### src/rtl/data_bus_bridge.sv
// Data-side bus bridge for the single-cycle RV32I core: splits the 10-bit byte address between
// data RAM and a peripheral page hosting an LED register, synchronised switches and a prescaled timer.
module data_bus_bridge #(
    parameter int unsigned PRESCALE = 50,
    parameter int unsigned N_LED    = 10,
    parameter int unsigned N_SW     = 10
) (
    input  logic             CLK,
    input  logic             RESET_N,
    input  logic [9:0]       daddr,
    input  logic [31:0]      ddata_w,
    input  logic             d_rw,
    output logic [31:0]      ddata_r,
    output logic [7:0]       ram_addr,
    output logic [31:0]      ram_wdata,
    output logic             ram_we,
    input  logic [31:0]      ram_rdata,
    input  logic [N_SW-1:0]  sw_in,
    output logic [N_LED-1:0] led_out,
    output logic             timer_irq
);

    localparam int unsigned      PSC_W    = (PRESCALE > 1) ? $clog2(PRESCALE) : 1;
    localparam logic [PSC_W-1:0] PSC_LAST = PSC_W'(PRESCALE - 1);

    localparam logic [5:0] OFF_LED  = 6'h00;
    localparam logic [5:0] OFF_SW   = 6'h01;
    localparam logic [5:0] OFF_CNT  = 6'h02;
    localparam logic [5:0] OFF_CMP  = 6'h03;
    localparam logic [5:0] OFF_CTRL = 6'h04;

    logic             sel_per_s;
    logic [5:0]       offset_s;
    logic             wr_led_s;
    logic             wr_cnt_s;
    logic             wr_cmp_s;
    logic             wr_ctrl_s;
    logic             tick_s;
    logic             match_hit_s;
    logic [31:0]      per_rdata_s;
    logic             unused_s;

    logic [N_LED-1:0] led_q, led_d;
    logic [N_SW-1:0]  sw_meta_q;
    logic [N_SW-1:0]  sw_sync_q;
    logic [31:0]      cnt_q, cnt_d;
    logic [31:0]      cmp_q, cmp_d;
    logic             en_q, en_d;
    logic             arl_q, arl_d;
    logic             match_q, match_d;
    logic             irq_en_q, irq_en_d;
    logic [PSC_W-1:0] psc_q, psc_d;

    // Address decode and the RAM pass-through path; word access only, so the byte lane bits are dropped.
    assign sel_per_s   = (daddr[9:8] == 2'b11);
    assign offset_s    = daddr[7:2];
    assign ram_addr    = daddr[9:2];
    assign ram_wdata   = ddata_w;
    assign ram_we      = d_rw & ~sel_per_s;
    assign unused_s    = ^daddr[1:0];

    assign wr_led_s    = d_rw & sel_per_s & (offset_s == OFF_LED);
    assign wr_cnt_s    = d_rw & sel_per_s & (offset_s == OFF_CNT);
    assign wr_cmp_s    = d_rw & sel_per_s & (offset_s == OFF_CMP);
    assign wr_ctrl_s   = d_rw & sel_per_s & (offset_s == OFF_CTRL);

    assign tick_s      = en_q & (psc_q == PSC_LAST);
    assign match_hit_s = (cnt_q == cmp_q);

    assign led_out     = led_q;
    assign timer_irq   = match_q & irq_en_q;
    assign ddata_r     = sel_per_s ? per_rdata_s : ram_rdata;

    // Peripheral read mux; the core has no stall path, so this stays purely combinational.
    always_comb begin
        per_rdata_s = 32'd0;
        case (offset_s)
            OFF_LED:  per_rdata_s[N_LED-1:0] = led_q;
            OFF_SW:   per_rdata_s[N_SW-1:0]  = sw_sync_q;
            OFF_CNT:  per_rdata_s            = cnt_q;
            OFF_CMP:  per_rdata_s            = cmp_q;
            OFF_CTRL: per_rdata_s[3:0]       = {irq_en_q, match_q, arl_q, en_q};
            default:  per_rdata_s            = 32'd0;
        endcase
    end

    // Next-state for the LED, compare and control registers written by software.
    always_comb begin
        led_d    = led_q;
        cmp_d    = cmp_q;
        en_d     = en_q;
        arl_d    = arl_q;
        irq_en_d = irq_en_q;
        if (wr_led_s) begin
            led_d = ddata_w[N_LED-1:0];
        end else begin
            led_d = led_q;
        end
        if (wr_cmp_s) begin
            cmp_d = ddata_w;
        end else begin
            cmp_d = cmp_q;
        end
        if (wr_ctrl_s) begin
            en_d     = ddata_w[0];
            arl_d    = ddata_w[1];
            irq_en_d = ddata_w[3];
        end else begin
            en_d     = en_q;
            arl_d    = arl_q;
            irq_en_d = irq_en_q;
        end
    end

    // Timer next-state: a software CNT write beats the tick, and a hardware match beats write-1-to-clear.
    always_comb begin
        cnt_d   = cnt_q;
        match_d = match_q;
        psc_d   = psc_q;
        if (wr_cnt_s) begin
            cnt_d = ddata_w;
        end else if (tick_s && match_hit_s && arl_q) begin
            cnt_d = 32'd0;
        end else if (tick_s) begin
            cnt_d = cnt_q + 32'd1;
        end else begin
            cnt_d = cnt_q;
        end
        if (tick_s && match_hit_s) begin
            match_d = 1'b1;
        end else if (wr_ctrl_s && ddata_w[2]) begin
            match_d = 1'b0;
        end else begin
            match_d = match_q;
        end
        if (wr_ctrl_s || !en_q || tick_s) begin
            psc_d = {PSC_W{1'b0}};
        end else begin
            psc_d = psc_q + PSC_W'(1);
        end
    end

    // State registers, including the two-flop switch synchroniser.
    always_ff @(posedge CLK or negedge RESET_N) begin
        if (!RESET_N) begin
            led_q     <= {N_LED{1'b0}};
            sw_meta_q <= {N_SW{1'b0}};
            sw_sync_q <= {N_SW{1'b0}};
            cnt_q     <= 32'd0;
            cmp_q     <= 32'hFFFF_FFFF;
            en_q      <= 1'b0;
            arl_q     <= 1'b0;
            match_q   <= 1'b0;
            irq_en_q  <= 1'b0;
            psc_q     <= {PSC_W{1'b0}};
        end else begin
            led_q     <= led_d;
            sw_meta_q <= sw_in;
            sw_sync_q <= sw_meta_q;
            cnt_q     <= cnt_d;
            cmp_q     <= cmp_d;
            en_q      <= en_d;
            arl_q     <= arl_d;
            match_q   <= match_d;
            irq_en_q  <= irq_en_d;
            psc_q     <= psc_d;
        end
    end

endmodule

### config.mk
export PLATFORM = sky130hd
export DESIGN_NAME = data_bus_bridge
export DESIGN_NICKNAME = d
export VERILOG_FILES = /design/src/rtl/data_bus_bridge.sv
export SDC_FILE = /design/constraint.sdc
export NUM_CORES = 1
export LEC_CHECK = 0
export CAP_MARGIN = 20
export CORE_MARGIN = 3
export CORE_UTILIZATION = 39
export CTS_CLUSTER_DIAMETER = 200
export DETAILED_ROUTE_END_ITERATION = 10
export GPL_TIMING_DRIVEN = 0
export PLACE_DENSITY_LB_ADDON = 0.1
export SYNTH_ARGS = -nofsm -noshare
export SYNTH_HDL_FRONTEND = slang
export SYNTH_SLANG_ARGS = --single-unit
### constraint.sdc
create_clock -name CLK -period 3.6 [get_ports CLK]
set_input_delay 0.72 -clock CLK [delete_from_list [all_inputs] [get_ports CLK]]
set_output_delay 0.72 -clock CLK [all_outputs]
set_load 0.01 [all_outputs]
==> Implementation_results.wiki <==
{| class="wikitable"
! Metric !! Value
|-
| Outcome || finished, final reports clean
|-
| Count of final max-slew check failures || 0
|-
| Routed Antenna Nets || 0
|-
| Achievable Freq || ~280 MHz
|-
| Final WS setup || about 0.067 ns
|-
| Crit-path max FO || 10
|-
| Cell type with the largest total area after synthesis || sky130_fd_sc_hd__dfrtp_1
|-
| Critical path class || input pin to output pin
|-
| Maximum number of pins on one net before global-route repair || 62
|-
| Finished Core Util || 0.552
|-
| DRC violation count after routing || 0
|-
| Fin nets || 852
|-
| Routability cong. || 0.868
|-
| Number of flops mapped to enable cells by yosys || 0
|-
| Worst ir drop on vdd || ~230 uV
|-
| Chip Width || between 100 and 150 um
|-
| Via density || 5.20
|-
| IO buf count || 168
|-
| Pre-CTS setup slack || -0.497 ns
|-
| Max clock buf depth || 2
|-
| Core box area || between 0.015 and 0.02 mm^2
|-
| Worst-Skew Late Latency || around 0.36 ns
|-
| Root buf cell || sky130_fd_sc_hd__clkbuf_16
|-
| Multi-input gate area || 0.00303 mm^2
|-
| Synthesized netlist cell count || 578
|-
| Slew at the pin closest to its max-slew limit || 0.695 ns
|-
| Cell count after placement || between 900 and 1000
|-
| Top cell types by occurrence after synthesis || 72 x sky130_fd_sc_hd__dfrtp_1, 71 x sky130_fd_sc_hd__nand2_1, 46 x sky130_fd_sc_hd__xor2_1, 41 x sky130_fd_sc_hd__buf_4, 32 x sky130_fd_sc_hd__dfstp_2
|-
| Final Total Pwr || roughly 3.0 mW
|-
| LEAKAGE || between 3 and 4 nW
|-
| Critical path required time || between 2 and 3 ns
|-
| Critical path capture point type || output pin
|-
| Fill cell total of the finished layout || around 1400
|-
| TritonCTS clock tree || yes
|-
| Share of Yosys cell area claimed by the top area cell type || 0.290
|-
| Netlist area before placement || 0.00622 mm^2
|-
| GRT Total Usage || 0.206
|-
| Number of antenna violations at the first check in global routing || 0
|-
| Total negative setup slack || 0 ns
|-
| Setup violation total in the final timing report || 0
|-
| Post-detailed-routing wire length || 17.9 mm
|-
| Kind of start point of the critical path || input pin
|-
| Half-perimeter wire length of the detailed placement result || between 10 and 15 mm
|-
| Final std cells w/o fill || roughly 1000
|-
| Top-Level Pins || approximately 170
|-
| Most instantiated flip-flop cell in the synthesis netlist || sky130_fd_sc_hd__dfrtp_1
|-
| Met1 usage in global routing || 0.270
|-
| Area growth from synthesis to layout || 36.8%
|-
| Tightest slew margin relative to the limit || 0.536
|-
| Routing layer with the top usage in global route || met2
|-
| Post-synthesis async set-or-reset flop share || 1.00
|-
| Number of different library cells in the post-synthesis netlist || 44
|-
| Clk_skew || ~0.0080 ns
|-
| Net count after synthesis || ~670
|-
| Register bit total from synthesis || ~100
|-
| Iteration-0 DRC Markers || 307
|-
| Wire per inst || 18.3 um
|-
| Sequential fraction of the synthesis area || 0.425
|-
| Die Footprint || between 0.015 and 0.02 mm^2
|-
| Power density relative to cell area || roughly 350 mW/mm^2
|-
| Clock transition at the registers of the reported paths || approximately 0.080 ns
|-
| Share of post-route cells with drive strength above 1 || 0.270
|-
| Shortest clock period the worst path allows after layout || ~3.5 ns
|-
| Count of endpoints failing hold in the final timing report || 0
|-
| Final period util || 0.981
|-
| Wire length of the first global-routing pass || approximately 29 mm
|-
| Cell with the most instances after synthesis || sky130_fd_sc_hd__dfrtp_1
|-
| Yosys warnings || 0
|-
| Reg area || 0.00264 mm^2
|-
| Total congestion overflow after global routing || 0
|-
| Main area contributors after synthesis || sky130_fd_sc_hd__dfrtp_1 29%, sky130_fd_sc_hd__dfstp_2 14%, sky130_fd_sc_hd__mux2_4 6.8%
|-
| Met2 usage in global routing || 0.349
|-
| Count of hold buffers inserted by post-cts repair || 0
|-
| Standard-cell rows || 45
|-
| Count of H-tree levels built during CTS || 3
|-
| Vertical extent of the die || around 130 um
|-
| Met3 Resource Use GR || 0.0443
|-
| Syn_area_per_cell || between 10 and 15 um^2
|-
| Vias in the first global route || roughly 5300
|-
| Path category of the worst min-delay check || flip-flop to flip-flop
|-
| Arrival time worst endpoint || 2.81 ns
|-
| Diodes inserted || 0
|-
| Max-capacitance violation count || 0
|-
| Number of clock sinks seen by CTS || between 100 and 150
|-
| Via count || between 5000 and 6000
|-
| Starting density of the core || 0.403
|-
| Length of the first detailed-routing pass in iterations || 5
|-
| Num CTS Buffers || 9
|}
layer usage:
layer | wire length [um] | part of all wire
met1 | 7900 | 0.44
met2 | 8740 | 0.49
met3 | 960 | 0.054
met4 | 257 | 0.014
met5 | 0 | 0
cell usage in the layout (no fill, tap or decap), types with 4 or more instances in the layout:
cell type	instances
sky130_fd_sc_hd__o21ai_0	20
sky130_fd_sc_hd__dfstp_2	32
sky130_fd_sc_hd__nor4_1	11
sky130_fd_sc_hd__dfrtp_1	72
sky130_fd_sc_hd__and4_1	7
sky130_fd_sc_hd__nand4_1	7
sky130_fd_sc_hd__nor2_1	16
sky130_fd_sc_hd__xnor2_1	21
sky130_fd_sc_hd__o21ai_1	8
sky130_fd_sc_hd__clkbuf_1	8
sky130_fd_sc_hd__clkbuf_16	9
sky130_fd_sc_hd__a22o_1	6
sky130_fd_sc_hd__clkdlybuf4s50_1	139
sky130_fd_sc_hd__mux2_4	28
sky130_fd_sc_hd__o31ai_1	31
sky130_fd_sc_hd__buf_2	17
sky130_fd_sc_hd__xor2_1	46
sky130_fd_sc_hd__inv_1	4
sky130_fd_sc_hd__nor3_1	4
sky130_fd_sc_hd__and2_1	8
sky130_fd_sc_hd__dlygate4sd2_1	10
sky130_fd_sc_hd__a221oi_1	4
sky130_fd_sc_hd__a22oi_1	26
sky130_fd_sc_hd__mux2_2	17
sky130_fd_sc_hd__mux4_2	6
sky130_fd_sc_hd__nand2_1	71
sky130_fd_sc_hd__buf_4	46
sky130_fd_sc_hd__buf_6	8
sky130_fd_sc_hd__and3_1	7
sky130_fd_sc_hd__nor3_2	4
sky130_fd_sc_hd__clkbuf_2	15
sky130_fd_sc_hd__nand3_1	19
cell families after synthesis:
group | count (synthesis) | share of synthesized area
AOI/OAI and AO/OA | 97 | 0.109
muxes | 55 | 0.127
adders and majority gates | 3 | 0.00603
buffers and inverters | 83 | 0.0905
DFF | 104 | 0.425
xor gates and xnor gates | 67 | 0.0943
and+or+nand+nor | 169 | 0.148
repair_timing:
item                       in CTS  in global routing
setup endpoints to repair      32                 19
gates resized for setup        46                 47
pin swaps                       1                  4
buffers inserted                4                  0
stage by stage:
stage	hold WS [ns]	cell area, um^2
after floorplan	0.331	6220
after global placement	0.333	8170
after detailed placement	0.335	8190
after CTS	0.353	8560
after global routing	0.360	8510
final	0.351	8510
area by class of cell:
class                   instances  share of cell area
clock inverters                 7              0.0112
inverters                       4             0.00176
plain buffers                  79              0.0695
well taps                     211              0.0310
multi-input cells             391               0.355
repair buffers                173               0.194
flip-flops and latches        104               0.310
clock buffers                   9              0.0265
flip-flops by register name, summed over array words and instances, names as in the netlist:
signal     flops
sw_sync_q     10
irq_en_q       1
arl_q          1
match_q        1
en_q           1
cnt_q         32
psc_q          6
cmp_q         32
led_out       10
sw_meta_q     10
final timing paths:
check | start | endpoint | slack, ns | cells past startpoint
max in group asynchronous | RESET_N | cmp_q[17]$_DFFE_PN1P_ | 2.45 | 2
max reg2reg | psc_q[1]$_DFF_PN0_ | cnt_q[23]$_DFFE_PN0P_ | 1.27 | 9
max | daddr[2] | ddata_r[4] | 0.07 | 5
min reg2reg | sw_meta_q[7]$_DFF_PN0_ | sw_sync_q[7]$_DFF_PN0_ | 0.35 | 0
min | sw_meta_q[7]$_DFF_PN0_ | sw_sync_q[7]$_DFF_PN0_ | 0.35 | 0
min in group asynchronous | RESET_N | cnt_q[23]$_DFFE_PN0P_ | 0.37 | 1
critical path: stages:
cell and delay, ns:
sky130_fd_sc_hd__clkdlybuf4s50_1 0.63, sky130_fd_sc_hd__buf_6 0.22, sky130_fd_sc_hd__mux4_2 0.54, sky130_fd_sc_hd__a22o_1 0.22, sky130_fd_sc_hd__clkdlybuf4s50_1 0.47
where the power goes:
part	internal, mW	leakage [nW]	switching, mW
Clock	0.562	0.157	0.490
Sequential	1.25	1.13	0.0706
Combinational	0.338	2.08	0.298
Total	2.15	3.37	0.859
Note: power is estimated with default switching activity, not from simulation.
